--- src/rtl/game_screen_banner_if.sv ---
// Signal bundle between the OLED pixel-index decoder / game logic (master)
// and the text banner renderer (slave).
interface game_screen_banner_if #(
   parameter int TEXT_LEN = 16
) ();
   localparam int AW = $clog2(TEXT_LEN);

   logic          frame_begin;
   logic [6:0]    x;
   logic [5:0]    y;
   logic          text_we;
   logic [AW-1:0] text_addr;
   logic [5:0]    text_char;
   logic [1:0]    mode;
   logic          highlight;
   logic [15:0]   oled_data;

   // No valid/ready: frame_begin and text_we are single-cycle strobes that are
   // always accepted; oled_data answers the x/y presented one clock earlier.
   modport master (
      output frame_begin, x, y, text_we, text_addr, text_char, mode, highlight,
      input  oled_data
   );

   modport slave (
      input  frame_begin, x, y, text_we, text_addr, text_char, mode, highlight,
      output oled_data
   );
endinterface

--- src/rtl/game_screen_banner.sv ---
// Renders a writable text buffer with a 3x5 font into the 96x64 OLED pixel
// stream; static, blinking, scrolling and blink+scroll modes, optional invert.
module game_screen_banner #(
   parameter int          TEXT_LEN      = 16,
   parameter int          ORIGIN_X      = 20,
   parameter int          ORIGIN_Y      = 5,
   parameter logic [15:0] FG            = 16'h0000,
   parameter logic [15:0] BG            = 16'hFFFF,
   parameter int          BLINK_FRAMES  = 30,
   parameter int          SCROLL_FRAMES = 2
) (
   input  logic                clk,
   input  logic                reset,
   game_screen_banner_if.slave bus,
   output logic                dbg_state_o
);
   localparam int AW    = $clog2(TEXT_LEN);
   localparam int WIN_W = 4 * TEXT_LEN;
   localparam int REL_W = AW + 2;

   // 12-bit window bounds so x < ORIGIN_X compares as outside, never wrapped.
   localparam logic [11:0] X_LO = 12'(ORIGIN_X);
   localparam logic [11:0] X_HI = 12'(ORIGIN_X + WIN_W);
   localparam logic [11:0] Y_LO = 12'(ORIGIN_Y);
   localparam logic [11:0] Y_HI = 12'(ORIGIN_Y + 5);

   localparam logic [7:0]       BLINK_LAST  = 8'(BLINK_FRAMES - 1);
   localparam logic [7:0]       SCROLL_LAST = 8'(SCROLL_FRAMES - 1);
   localparam logic [REL_W-1:0] ORG_REL     = REL_W'(ORIGIN_X);
   localparam logic [2:0]       ORG_ROW     = 3'(ORIGIN_Y);

   typedef enum logic {
      WAIT_FRAME = 1'b0,
      RUN        = 1'b1
   } state_e;

   state_e           state_q;
   logic [5:0]       text_q [TEXT_LEN];
   logic [1:0]       active_mode_q;
   logic             active_hl_q;
   logic [7:0]       blink_cnt_q;
   logic             blink_vis_q;
   logic [7:0]       scroll_cnt_q;
   logic [REL_W-1:0] scroll_off_q;
   logic [15:0]      oled_data_q;
   logic [15:0]      oled_data_d;

   logic             in_win;
   logic [11:0]      x_ext;
   logic [11:0]      y_ext;
   logic [REL_W-1:0] rel;
   logic [AW-1:0]    char_idx;
   logic [1:0]       col;
   logic [2:0]       row;
   logic [14:0]      glyph;
   logic [2:0]       row_bits;
   logic             lit;
   logic             fg_on;
   logic             mode_change;

   // Rows packed top to bottom, MSB of each row is the leftmost column.
   function automatic logic [14:0] glyph_rom(input logic [5:0] code);
      logic [14:0] g;
      case (code)
         6'd1:  g = 15'b010_101_111_101_101;
         6'd2:  g = 15'b110_101_110_101_110;
         6'd3:  g = 15'b011_100_100_100_011;
         6'd4:  g = 15'b110_101_101_101_110;
         6'd5:  g = 15'b111_100_110_100_111;
         6'd6:  g = 15'b111_100_110_100_100;
         6'd7:  g = 15'b011_100_101_101_011;
         6'd8:  g = 15'b101_101_111_101_101;
         6'd9:  g = 15'b111_010_010_010_111;
         6'd10: g = 15'b001_001_001_101_010;
         6'd11: g = 15'b101_101_110_101_101;
         6'd12: g = 15'b100_100_100_100_111;
         6'd13: g = 15'b101_111_111_101_101;
         6'd14: g = 15'b110_101_101_101_101;
         6'd15: g = 15'b010_101_101_101_010;
         6'd16: g = 15'b110_101_110_100_100;
         6'd17: g = 15'b010_101_101_110_011;
         6'd18: g = 15'b110_101_110_101_101;
         6'd19: g = 15'b011_100_010_001_110;
         6'd20: g = 15'b111_010_010_010_010;
         6'd21: g = 15'b101_101_101_101_111;
         6'd22: g = 15'b101_101_101_101_010;
         6'd23: g = 15'b101_101_111_111_101;
         6'd24: g = 15'b101_101_010_101_101;
         6'd25: g = 15'b101_101_010_010_010;
         6'd26: g = 15'b111_001_010_100_111;
         6'd27: g = 15'b111_101_101_101_111;
         6'd28: g = 15'b010_110_010_010_111;
         6'd29: g = 15'b110_001_010_100_111;
         6'd30: g = 15'b110_001_010_001_110;
         6'd31: g = 15'b101_101_111_001_001;
         6'd32: g = 15'b111_100_110_001_110;
         6'd33: g = 15'b011_100_111_101_111;
         6'd34: g = 15'b111_001_010_010_010;
         6'd35: g = 15'b111_101_111_101_111;
         6'd36: g = 15'b111_101_111_001_110;
         6'd37: g = 15'b000_000_000_000_010;
         6'd38: g = 15'b100_010_001_010_100;
         default: g = 15'b0;
      endcase
      return g;
   endfunction

   always_comb begin
      x_ext    = 12'(bus.x);
      y_ext    = 12'(bus.y);
      in_win   = (x_ext >= X_LO) && (x_ext < X_HI) && (y_ext >= Y_LO) && (y_ext < Y_HI);
      // Window width is a power of two, so the modulo is just the low bits.
      rel      = REL_W'(bus.x) - ORG_REL + scroll_off_q;
      char_idx = rel[REL_W-1:2];
      col      = rel[1:0];
      row      = 3'(bus.y) - ORG_ROW;
      glyph    = glyph_rom(text_q[char_idx]);
      row_bits = 3'b000;
      case (row)
         3'd0:    row_bits = glyph[14:12];
         3'd1:    row_bits = glyph[11:9];
         3'd2:    row_bits = glyph[8:6];
         3'd3:    row_bits = glyph[5:3];
         3'd4:    row_bits = glyph[2:0];
         default: row_bits = 3'b000;
      endcase
      lit = 1'b0;
      case (col)
         2'd0:    lit = row_bits[2];
         2'd1:    lit = row_bits[1];
         2'd2:    lit = row_bits[0];
         default: lit = 1'b0;
      endcase
      fg_on = lit && !(active_mode_q[0] && !blink_vis_q);
      if (active_hl_q) begin
         fg_on = !fg_on;
      end
      oled_data_d = BG;
      if (state_q == RUN && in_win) begin
         oled_data_d = fg_on ? FG : BG;
      end
      mode_change = (bus.mode != active_mode_q);
   end

   always_ff @(posedge clk or posedge reset) begin
      if (reset) begin
         for (int i = 0; i < TEXT_LEN; i++) begin
            text_q[i] <= 6'd0;
         end
      end else if (bus.text_we) begin
         text_q[bus.text_addr] <= bus.text_char;
      end
   end

   always_ff @(posedge clk or posedge reset) begin
      if (reset) begin
         state_q       <= WAIT_FRAME;
         active_mode_q <= 2'd0;
         active_hl_q   <= 1'b0;
         blink_cnt_q   <= 8'd0;
         blink_vis_q   <= 1'b1;
         scroll_cnt_q  <= 8'd0;
         scroll_off_q  <= '0;
         oled_data_q   <= BG;
      end else begin
         oled_data_q <= oled_data_d;
         case (state_q)
            WAIT_FRAME: begin
               if (bus.frame_begin) begin
                  state_q       <= RUN;
                  active_mode_q <= bus.mode;
                  active_hl_q   <= bus.highlight;
               end
            end
            RUN: begin
               if (bus.frame_begin) begin
                  active_mode_q <= bus.mode;
                  active_hl_q   <= bus.highlight;
                  if (mode_change) begin
                     blink_cnt_q  <= 8'd0;
                     blink_vis_q  <= 1'b1;
                     scroll_cnt_q <= 8'd0;
                     scroll_off_q <= '0;
                  end else begin
                     if (active_mode_q[0]) begin
                        if (blink_cnt_q == BLINK_LAST) begin
                           blink_cnt_q <= 8'd0;
                           blink_vis_q <= !blink_vis_q;
                        end else begin
                           blink_cnt_q <= blink_cnt_q + 8'd1;
                        end
                     end
                     if (active_mode_q[1]) begin
                        if (scroll_cnt_q == SCROLL_LAST) begin
                           scroll_cnt_q <= 8'd0;
                           scroll_off_q <= scroll_off_q + REL_W'(1);
                        end else begin
                           scroll_cnt_q <= scroll_cnt_q + 8'd1;
                        end
                     end
                  end
               end
            end
            default: state_q <= WAIT_FRAME;
         endcase
      end
   end

   assign bus.oled_data = oled_data_q;
   assign dbg_state_o   = (state_q == RUN);
endmodule

--- src/flat_wrapper.sv ---
// flat-port wrapper written by rule: the top's interface ports become plain ports
module game_screen_banner_flat 
#(
   parameter int          TEXT_LEN      = 16,
   parameter int          ORIGIN_X      = 20,
   parameter int          ORIGIN_Y      = 5,
   parameter logic [15:0] FG            = 16'h0000,
   parameter logic [15:0] BG            = 16'hFFFF,
   parameter int          BLINK_FRAMES  = 30,
   parameter int          SCROLL_FRAMES = 2
)
  (clk, reset, dbg_state_o, bus_frame_begin, bus_x, bus_y, bus_text_we, bus_text_addr, bus_text_char, bus_mode, bus_highlight, bus_oled_data);
  game_screen_banner_if #(.TEXT_LEN(TEXT_LEN)) bus_i ();
  input  logic clk;
  input  logic reset;
  output logic dbg_state_o;
  input wire logic [$bits(bus_i.frame_begin)-1:0] bus_frame_begin;
  input wire logic [$bits(bus_i.x)-1:0] bus_x;
  input wire logic [$bits(bus_i.y)-1:0] bus_y;
  input wire logic [$bits(bus_i.text_we)-1:0] bus_text_we;
  input wire logic [$bits(bus_i.text_addr)-1:0] bus_text_addr;
  input wire logic [$bits(bus_i.text_char)-1:0] bus_text_char;
  input wire logic [$bits(bus_i.mode)-1:0] bus_mode;
  input wire logic [$bits(bus_i.highlight)-1:0] bus_highlight;
  output wire logic [$bits(bus_i.oled_data)-1:0] bus_oled_data;
  assign bus_i.frame_begin = bus_frame_begin;
  assign bus_i.x = bus_x;
  assign bus_i.y = bus_y;
  assign bus_i.text_we = bus_text_we;
  assign bus_i.text_addr = bus_text_addr;
  assign bus_i.text_char = bus_text_char;
  assign bus_i.mode = bus_mode;
  assign bus_i.highlight = bus_highlight;
  assign bus_oled_data = bus_i.oled_data;
  game_screen_banner #(.TEXT_LEN(TEXT_LEN), .ORIGIN_X(ORIGIN_X), .ORIGIN_Y(ORIGIN_Y), .FG(FG), .BG(BG), .BLINK_FRAMES(BLINK_FRAMES), .SCROLL_FRAMES(SCROLL_FRAMES)) u_core (.clk(clk), .reset(reset), .bus(bus_i), .dbg_state_o(dbg_state_o));
endmodule
--- config.mk ---
export PLATFORM = sky130hd
export DESIGN_NAME = game_screen_banner_flat
export DESIGN_NICKNAME = d
export VERILOG_FILES = /design/src/rtl/game_screen_banner_if.sv /design/src/rtl/game_screen_banner.sv /design/src/flat_wrapper.sv
export SDC_FILE = /design/constraint.sdc
export NUM_CORES = 1
export LEC_CHECK = 0
export ABC_AREA = 1
export CAP_MARGIN = 15
export CORE_ASPECT_RATIO = 1.2
export CORE_MARGIN = 2
export CORE_UTILIZATION = 50
export CTS_CLUSTER_DIAMETER = 150
export CTS_CLUSTER_SIZE = 10
export DETAILED_ROUTE_END_ITERATION = 8
export HOLD_SLACK_MARGIN = 0.08
export PLACE_DENSITY = 0.76
export SLEW_MARGIN = 10
export SYNTH_ARGS = -nofsm -noshare
export SYNTH_HDL_FRONTEND = slang
export SYNTH_SLANG_ARGS = --single-unit
--- constraint.sdc ---
create_clock -name clk -period 8.7 [get_ports clk]
set_clock_uncertainty 0.2 [all_clocks]
set_input_delay 1.74 -clock clk [delete_from_list [all_inputs] [get_ports clk]]
set_output_delay 1.74 -clock clk [all_outputs]
set_load 0.1 [all_outputs]
**After elaboration in Yosys (flattened, before gate mapping)**

Memory sizes are Yosys's and may differ from the RTL's.
Index checks and enable logic that the tools add are counted.

- Register bits after elaboration: 139
- Bits in read-only memories: 960
- Input bits: 30
- Word-level logic and storage cells: 96
- Memories: 1

- Add/sub/neg operators: 6
- Magnitude comparators: 7
- Eq/ne operators: 9
- Mux-type cells: 27
- Bitwise operators: 2
- Reductions and logical operators: 20

Memories:

| name | words | width | rd ports | clocked after Yosys merged registers in | write ports | RTL line | RTL |
|---|---|---|---|---|---|---|---|
| (name not given) | 64 | 15 | 1 | 0 | 0 | game_screen_banner.sv:64 | `case (code)` |

Operators by type and width:

| cell | count |
|---|---|
| 96-bit bitwise mux | 1 |
| 8-bit 2-to-1 mux | 6 |
| 6-bit 2-to-1 mux | 6 |
| 16-bit 2-to-1 mux | 2 |
| 6-bit binary-select mux with 4-bit select | 1 |
| 6-bit demux with 4-bit select | 1 |
| 8-bit by 1-bit adder with 8-bit output (second input constant) | 2 |
| 3-bit case mux with 5 select lines | 1 |
| 5-bit greater-or-equal comparator (second input constant) | 2 |
| 4-bit NOT with 5-bit output | 2 |
| 8-bit by 1-bit == test with 1-bit output (second input constant) | 1 |
| 8-bit by 5-bit == test with 1-bit output (second input constant) | 1 |
| 4-bit AND reduction | 2 |
| 2-bit nonzero test | 4 |
| 7-bit by 5-bit greater-or-equal comparator with 1-bit output (second input constant) | 1 |
| 1-bit logical AND | 7 |
| 7-bit less-than comparator (second input constant) | 1 |
| 1-bit 2-to-1 mux | 7 |
| 6-bit by 1-bit adder with 6-bit output (second input constant) | 1 |
| 6-bit adder | 1 |
| 3-bit by 2-bit == test with 1-bit output (second input constant) | 2 |
| 6-bit by 3-bit greater-or-equal comparator with 1-bit output (second input constant) | 1 |
| 6-bit by 4-bit less-than comparator with 1-bit output (second input constant) | 1 |
| 3-bit AND reduction | 2 |
| 13 further kinds | 15 |

**Longest topological paths before layout**

Gate-level depths: netlist of the first run.
An unclocked memory read counts as a cell.

- Depth after elaboration: 14
- Depth in mapped cells: 33

**Least setup slack after synthesis of the first run**

Ideal clock, no wire load.

- Kind: input-to-reg
- From: in bus_x[1]
- To: reg u_core.oled_data_q[14], in the netlist u_core.bus.oled_data[14]
- Arrival: 5131 ps
- Path slack: 3288 ps
- Stages on the path: 28
- Path buffers: 2
- Cells stage by stage: ha_1 > ha_1 > inv_1 > fa_1 > inv_2 > buf_4 > buf_2 > o21ai_0 > nand2_1 > nand2_1 > nand2_1 > nand2_1 > nand2_1 > nand2_1 > inv_1 > ha_1 > inv_1 > nand3_1 > nand2_1 > nand2_1 > nand3_1 > nand2_1 > a21oi_1 > nand4_1 > nand2_1 > nand3_2 > nand3_1 > nand3_2

- Word-level cells in the longest chain between the ends: 14
- Elaborated cells on any way between the ends: 23
- Classes of those cells: add/sub: 2; order compare: 2; eq/ne: 2; mux: 8; bitwise: 1; reduce/logical: 7; memory: 1

RTL lines:

| item | RTL line | RTL |
|---|---|---|
| start, declared | flat_wrapper.sv:18 | `input wire logic [$bits(bus_i.x)-1:0] bus_x;` |
| 6-bit by 5-bit subtractor with 6-bit output | game_screen_banner.sv:113 | `rel = REL_W'(bus.x) - ORG_REL + scroll_off_q;` |
| 6-bit adder | game_screen_banner.sv:113 |  |
| 4-bit NOT with 5-bit output (implied by the code) | game_screen_banner.sv:117 | `glyph = glyph_rom(text_q[char_idx]);` |
| 6-bit binary-select mux with 4-bit select | game_screen_banner.sv:117 |  |
| 6-bit 2-to-1 mux (implied by the code) (2 in series) | game_screen_banner.sv:117 |  |
| memory read 64 x 15 bit | -- |  |
| 3-bit case mux with 5 select lines | game_screen_banner.sv:119 | `case (row)` |
| 1-bit case mux with 3 select lines | game_screen_banner.sv:128 | `case (col)` |
| 1-bit logical AND | game_screen_banner.sv:134 | `fg_on = lit && !(active_mode_q[0] && !blink_vis_q);` |
| 1-bit zero test | game_screen_banner.sv:136 | `fg_on = !fg_on;` |
| 1-bit 2-to-1 mux | game_screen_banner.sv:135 | `if (active_hl_q) begin` |
| 16-bit 2-to-1 mux | game_screen_banner.sv:140 | `oled_data_d = fg_on ? FG : BG;` |
| 16-bit 2-to-1 mux * | game_screen_banner.sv:139 | `if (state_q == RUN && in_win) begin` |
| end signal, assigned | game_screen_banner.sv:166 | `oled_data_q <= oled_data_d;` |
| end, declared | game_screen_banner.sv:45 | `logic [15:0] oled_data_q;` |

Every way passes the cells marked *; elsewhere a longest branch is shown, timed or not. The select of a mux whose other input is x is not followed.
A chain may end at the register's enable or synchronous reset.

**Worst setup path after layout of the first run**

Same ends and word-level chain as after synthesis.

==> results of run 1 <==
==> cells in the final DEF (no fill, tap or decap), drive strengths merged <==
| cell | synthesis | routed |
|---|---|---|
| clkbuf | 21 | 20 |
| bufinv | 0 | 5 |
| nor3b | 4 | 4 |
| clkinvlp | 0 | 1 |
| dfstp | 2 | 2 |
| nand2 | 415 | 415 |
| a31oi | 1 | 1 |
| o211ai | 3 | 3 |
| xor2 | 2 | 2 |
| nand4 | 5 | 5 |
| nor3 | 14 | 14 |
| inv | 134 | 135 |
| nor2 | 83 | 83 |
| o22ai | 5 | 5 |
| or2 | 3 | 3 |
| nand3b | 2 | 2 |
| xnor2 | 3 | 3 |
| nor4 | 2 | 2 |
| clkdlybuf4s50 | 0 | 46 |
| nand3 | 74 | 74 |
| o31ai | 1 | 1 |
| a21oi | 38 | 38 |
| buf | 40 | 3 |
| fa | 1 | 1 |
| a41oi | 1 | 1 |
| dfrtp | 122 | 122 |
| o221ai | 1 | 1 |
| ha | 24 | 24 |
| clkinv | 0 | 5 |
| o21ai | 138 | 138 |
==> cell type report <==
class | instances | area (sq um)
fill | 1415 | 6580
clock inverter | 12 | 210
multi-input combinational | 820 | 3840
sequential | 124 | 3110
inverter | 134 | 505
clock buffer | 20 | 467
tap | 208 | 260
timing repair buffer | 49 | 483
==> per-layer routing <==
metal / track usage / vias to the layer above
met5: 0 / -
met4: 0.125 / 0
met3: 0.0522 / 56
li1: - / 3595
met1: 0.315 / 3335
met2: 0.397 / 263
==> power breakdown <==
part	leakage, nW	total (mW)	switching, mW	internal [mW]
Sequential	1.54	0.737	0.0512	0.686
Combinational	2.55	0.853	0.583	0.270
Clock	0.327	0.801	0.267	0.534
Total	4.42	2.39	0.901	1.49
==> stage by stage <==
stage / hold WS [ns] / setup WS [ns] / cell area [sq um] / utilization / instances
6_report: 0.283 / 2.33 / 8870 / 0.574 / 1367
5_1_grt: 0.296 / 1.83 / 8870 / 0.574 / 1367
4_1_cts: 0.284 / 2.43 / 8870 / 0.574 / 1367
3_5_place_dp: 0.270 / 2.01 / 8190 / 0.530 / 1335
3_3_place_gp: 0.261 / 2.10 / 8190 / 0.530 / 1335
2_1_floorplan: 0.248 / 3.29 / 7820 / - / 1139
==> registers in the layout, indices dropped and copies added (netlist names) <==
signal / cells
u_core.scroll_off_q: 6
u_core.active_mode_q: 2
u_core.blink_vis_q: 1
u_core.text_q: 96
u_core.bus.oled_data: 1
u_core.dbg_state_o: 1
u_core.scroll_cnt_q: 8
u_core.blink_cnt_q: 8
u_core.active_hl_q: 1
==> worst min-delay path, cell delays in order, from the launching register on <==
cell and delay, ns:
dfrtp_1 0.34, nand2_1 0.05, o21ai_0 0.06
==> kinds of logic after synthesis <==
kind of cell,Yosys count
DFF,124
adders and majority gates,25
and+or+nand+nor,602
buffers and inverters,195
AOI/OAI and AO/OA,188
xor gates and xnor gates,5
==> path summary, 6_finish.rpt <==
| kind | from | end | slack, ns | cells past startpoint |
|---|---|---|---|---|
| setup / recovery | bus_x[1] | u_core.bus.oled_data[14]$_DFF_PP1_ | 2.33 | 32 |
| hold / removal | u_core.text_q[43]$_DFFE_PP0P_ | u_core.text_q[43]$_DFFE_PP0P_ | 0.28 | 2 |
| setup reg to reg | u_core.scroll_off_q[1]$_DFFE_PP0P_ | u_core.bus.oled_data[14]$_DFF_PP1_ | 3.64 | 31 |
| hold reg to reg | u_core.text_q[43]$_DFFE_PP0P_ | u_core.text_q[43]$_DFFE_PP0P_ | 0.28 | 2 |
| max in group asynchronous | reset | u_core.text_q[35]$_DFFE_PP0P_ | 5.42 | 3 |
| min in group asynchronous | reset | u_core.text_q[76]$_DFFE_PP0P_ | 1.59 | 2 |
==> impl_results.md, run 1 <==
* H-tree depth at 4
* Worst-path clk slew at around 0.06 ns
* Initial antenna violation count at 0
* Portion of netlist area occupied by mux cells at 0
* Die X at 118 um
* Crit-path slowest cell: fa_2
* Yosys warns at 0
* Top fanout value on the critical path at 46
* DIE AREA at between 15000 and 20000 sq um
* Simple-gate share of the synthesized area at 0.319
* Post-Synth Adder-Cell Area at 0.0409
* Synth Cell Area at about 8000 sq um
* Worst EP arrival at between 6 and 7 ns
* CTS root buffer: clkbuf_16
* Yosys top cell by area: dfrtp_1
* Area grow syn2layout at 13.4%
* Largest family of logic cells by synthesized area: simple AND/OR/NAND/NOR gates
* Static Leak at about 4.4 nW
* Distinct cells, synth at 36
* Slowest stage delay, CP at around 0.83 ns
* Yosys reg bits at ~120
* Mapped Nets at 1194
* Clock net sink count at between 100 and 150
* Largest net degree at the start of global routing at 68
* Cell area power density at between 200 and 300 nW/um^2
* DRC errors left at 0
* Wire per inst at about 14 um
* VDD IR-drop max at around 230 uV
* Met3 WL at ~1.1 mm
* Post_cts resized at 0
* EDFF count, synth at 0
* Setup CP Type: primary input to register
* Area of the core at 15500 sq um
* WP data required at just under 9 ns
* Layout cells sized above 1 at 0.0561
* Diode count at 0
* Ys flop type: dfrtp_1
* Maxcap violations at 0
* Worst setup EP type: register
* TritonCTS clock tree: built
* Family with the most delay on the worst path: simple AND/OR/NAND/NOR gates
* Drt pass-1 iters at 5
* Status: completed
* Placed wire-length estimate at around 14 mm
* Period utilisation layout at 0.732
* Post-Route WL at 19.7 mm
* Synth Area in XOR/XNOR at 0.00656
* Vias per cell at between 5 and 6
* Most common cell in the netlist: nand2_1
* Worst-Skew Late Latency at about 0.43 ns
* Synth top area share at 0.390
* Min-delay worst type: register to register
* Fmax at 157 MHz
* Final TNS setup at 0 ns
* Met2 routed WL at between 9 and 10 mm
* DIE HEIGHT at 141 um
* # port buffers at 46
* Initial DRC count at about 580
* Relative slew margins at 0.345
* Main area contributors after synthesis: dfrtp_1, nand2_1, o21ai_0
* Vias at slightly above 7000
* Clock buffer depth at 2
* Unrepaired setup endpoints after global routing: no
* DRT met1 WL at 8.47 mm
* Cells after Synth at between 1000 and 1500
* Global-route wire length before repair at between 30 and 40 mm
* Setup bufs post-CTS at 0
* Top cells by count, synth: nand2_1, o21ai_0, inv_1, dfrtp_1, nor2_1
* Uppermost routed layer: met4
* I/O Pins at 47
* Avg Inst Size Synth at about 6.9 sq um
* Worst Path Buf+Inv at 6
* Remaining antenna violation count after routing at 0
* Slew @ Worst Pin at between 0.9 and 1 ns
* Top cell by count, worst path: nand2_1
* # setup viols final at 0
* Initial Util at 0.506
* Fin. max-slew vios at 0
* Compound-Gate Fraction of Synth Area at 0.123
* Layout Nets at approximately 1200
* Number of global-route vias before repair at 6803
* Number of CTS-inserted buffers at 17
* CP Launch Type: primary input
* Final Hold Viols at 0
* Core Rows at 50
* Minimum clock period at roughly 6.4 ns
* Placer Congestion at 1.01
* Post-synth ARST share at 1.00
* Sequential-to-total area share from yosys stat at 0.397
* Total grt overflow at 0
* Pwr Total at 2.39 mW
* Total track usage at 0.247
* CTS Hold Bufs at 0
No activity file was read; power rests on OpenSTA's default activity.
==> inputs of run 2 (changes only) <==
--- a/config.mk
+++ b/config.mk
@@ -14,7 +14,7 @@
 export CTS_CLUSTER_SIZE = 10
 export DETAILED_ROUTE_END_ITERATION = 8
 export HOLD_SLACK_MARGIN = 0.08
-export PLACE_DENSITY = 0.76
+export PLACE_DENSITY = 0.79
 export SLEW_MARGIN = 10
 export SYNTH_ARGS = -nofsm -noshare
 export SYNTH_HDL_FRONTEND = slang
==> constraint.sdc (replaced) <==
create_clock -name clk -period 5.35 [get_ports clk]
set_clock_uncertainty 0.2 [all_clocks]
set_input_delay 1.07 -clock clk [delete_from_list [all_inputs] [get_ports clk]]
set_output_delay 1.07 -clock clk [all_outputs]
set_load 0.1 [all_outputs]
==> run 2 against run 1 <==
Design area rose by 2.0%. Clock power rose by 42%. Routed wire length grew 5.7%. Worst setup slack got worse by 1.9 ns. Utilization increased by 1.1 points. Global-route usage increased by 1.4 points. Sequential power grew 63%. Via count up 1.7%. Sequential share of layout area shrank 0.68 points. Non-clock buffer count increased by 30.
==> impl_results.md, run 2 (synthesized netlist as in run 1, its figures left out) <==
* Status: completed
* Setup CP Type: primary input to register
* Core Rows at 50
* Number of global-route vias before repair at about 7300
* CTS root buffer: clkbuf_16
* Top fanout value on the critical path at 29
* Maxcap violations at 0
* Period utilisation layout at 0.918
* # setup viols final at 0
* Static Leak at roughly 4.5 nW
* Area of the core at ~15000 sq um
* Die X at 118 um
* Fmax at roughly 200 MHz
* # port buffers at 46
* Largest net degree at the start of global routing at 72
* Total grt overflow at 0
* DIE HEIGHT at about 140 um
* Fin. max-slew vios at 0
* Final std cells w/o fill at about 1400
* Most common cell after layout, fill and taps aside: nand2_1
* Final Cell Area at between 9000 and 10000 sq um
* Drt pass-1 iters at 5
* Initial DRC count at approximately 620
* Remaining antenna violation count after routing at 0
* Most frequent cells in the layout: nand2_1, o21ai_0, inv_1, dfrtp_1, nor2_1
* Minimum clock period at about 4.9 ns
* Number of CTS-inserted buffers at 17
* Final worst slack at roughly 0.44 ns
* Layout Nets at around 1200
* Top reg by flops: u_core.text_q
* Fillcell total at roughly 1400
* Worst setup EP type: register
* Initial Util at 0.506
* Initial antenna violation count at 0
* TritonCTS clock tree: built
* Total track usage at 0.261
* Placer Congestion at about 0.95
* Setup bufs post-CTS at 0
* Dpl cell area at 8450 sq um
* FF/Latch Area at around 3100 sq um
* Cell area power density at between 400 and 500 nW/um^2
* Vias per cell at 5.28
* Diode count at 0
* CP Launch Type: primary input
* Pwr Total at 3.85 mW
* DRC errors left at 0
* Layout cells sized above 1 at 0.0791
* Clock buffer depth at 2
* Post-Route WL at ~21 mm
* VDD IR-drop max at 286 uV
* Worst-path clk slew at approximately 0.050 ns
* Clock net sink count at roughly 120
* Worst-Skew Late Latency at about 0.42 ns
* H-tree depth at 4
* Area grow syn2layout at 15.6%
* Slew @ Worst Pin at between 1 and 1.5 ns
* I/O Pins at 47
* Wire per inst at ~15 um
* Global-route wire length before repair at approximately 35 mm
* Unrepaired setup endpoints after global routing: no
* Number of flip-flops in the largest register at 96
* Area of the multi-input gates at around 3800 sq um
* Dpl cells at roughly 1400
* Placed wire-length estimate at 14.8 mm
* Relative slew margins at 0.277
* Min-delay worst type: register to register
* Top flop regs: u_core.text_q x96, u_core.blink_cnt_q x8, u_core.scroll_cnt_q x8
* Vias at roughly 7400
* Final Hold Viols at 0
* Worst EP arrival at between 5 and 6 ns
* DIE AREA at between 15000 and 20000 sq um
* Post-place setup slack at -0.0134 ns
* WP data required at ~5.5 ns
==> run 2: changes by cell type in the layout (fill, tap and decap cells not counted), sizes merged <==
cell      change
buf          +30
clkinvlp      +4
bufinv        -3
clkinv        -2
clkbuf        +1
inv           -1
==> run 2: final timing paths <==
kind                                                    start                                 end  slack (ns)  cells after the start
max                                                  bus_x[1]  u_core.bus.oled_data[14]$_DFF_PP1_        0.44                     25
max reg2reg                u_core.scroll_off_q[1]$_DFFE_PP0P_  u_core.bus.oled_data[14]$_DFF_PP1_        1.10                     25
max in group asynchronous                               reset       u_core.text_q[25]$_DFFE_PP0P_        3.21                      3
min in group asynchronous                               reset       u_core.text_q[76]$_DFFE_PP0P_        0.92                      2
min                             u_core.text_q[20]$_DFFE_PP0P_       u_core.text_q[20]$_DFFE_PP0P_        0.28                      2
min reg2reg                     u_core.text_q[20]$_DFFE_PP0P_       u_core.text_q[20]$_DFFE_PP0P_        0.28                      2
==> run 2: metrics by stage <==
| step | util | setup TNS (ns) | hold WS [ns] |
|---|---|---|---|
| floorplan | - | 0 | 0.248 |
| global placement | 0.547 | 0 | 0.263 |
| global route | 0.585 | 0 | 0.301 |
| detailed placement | 0.547 | -0.0134 | 0.269 |
| finish | 0.585 | 0 | 0.280 |
| CTS | 0.585 | 0 | 0.282 |
==> run 2: layout make-up <==
cell class / count / share of cell area
clock inverter: 10 / 0.0129
clock buffer: 21 / 0.0520
sequential: 124 / 0.343
timing repair buffer: 79 / 0.0825
tap: 208 / 0.0288
inverter: 134 / 0.0559
multi-input combinational: 820 / 0.425
==> run 2: critical path, cell delays in order <==
cell             delay (ns)
clkdlybuf4s50_1        0.40
ha_1                   0.29
ha_1                   0.25
inv_1                  0.09
fa_2                   0.50
buf_12                 0.20
o21ai_0                0.28
nand2_1                0.10
nand2_1                0.06
nand2_1                0.06
nand3_1                0.12
nand2_2                0.13
ha_1                   0.36
inv_1                  0.12
nand3_1                0.17
nand2_1                0.11
nand2_1                0.05
nand3_1                0.07
nand2_1                0.06
a21oi_1                0.14
nand4_1                0.10
nand2_1                0.08
nand3_2                0.08
nand3_1                0.08
nand3_2                0.07
==> run 2: report_power, final <==
group / internal, mW / switching, mW / leakage [nW]
Combinational: 0.533 / 0.979 / 2.71
Clock: 0.718 / 0.422 / 0.273
Sequential: 1.12 / 0.0876 / 1.54
==> run 2: what timing repair did <==
action,in CTS,in global routing
endpoints found under the setup margin,0,1
hold buffers,0,0
resized for setup,0,1
==> run 2: per-layer routing <==
layer / wire [um] / GRT usage
met1: 8580 / 0.305
met2: 10300 / 0.454
met3: 1110 / 0.0570
met4: 824 / 0.126
met5: 0 / 0
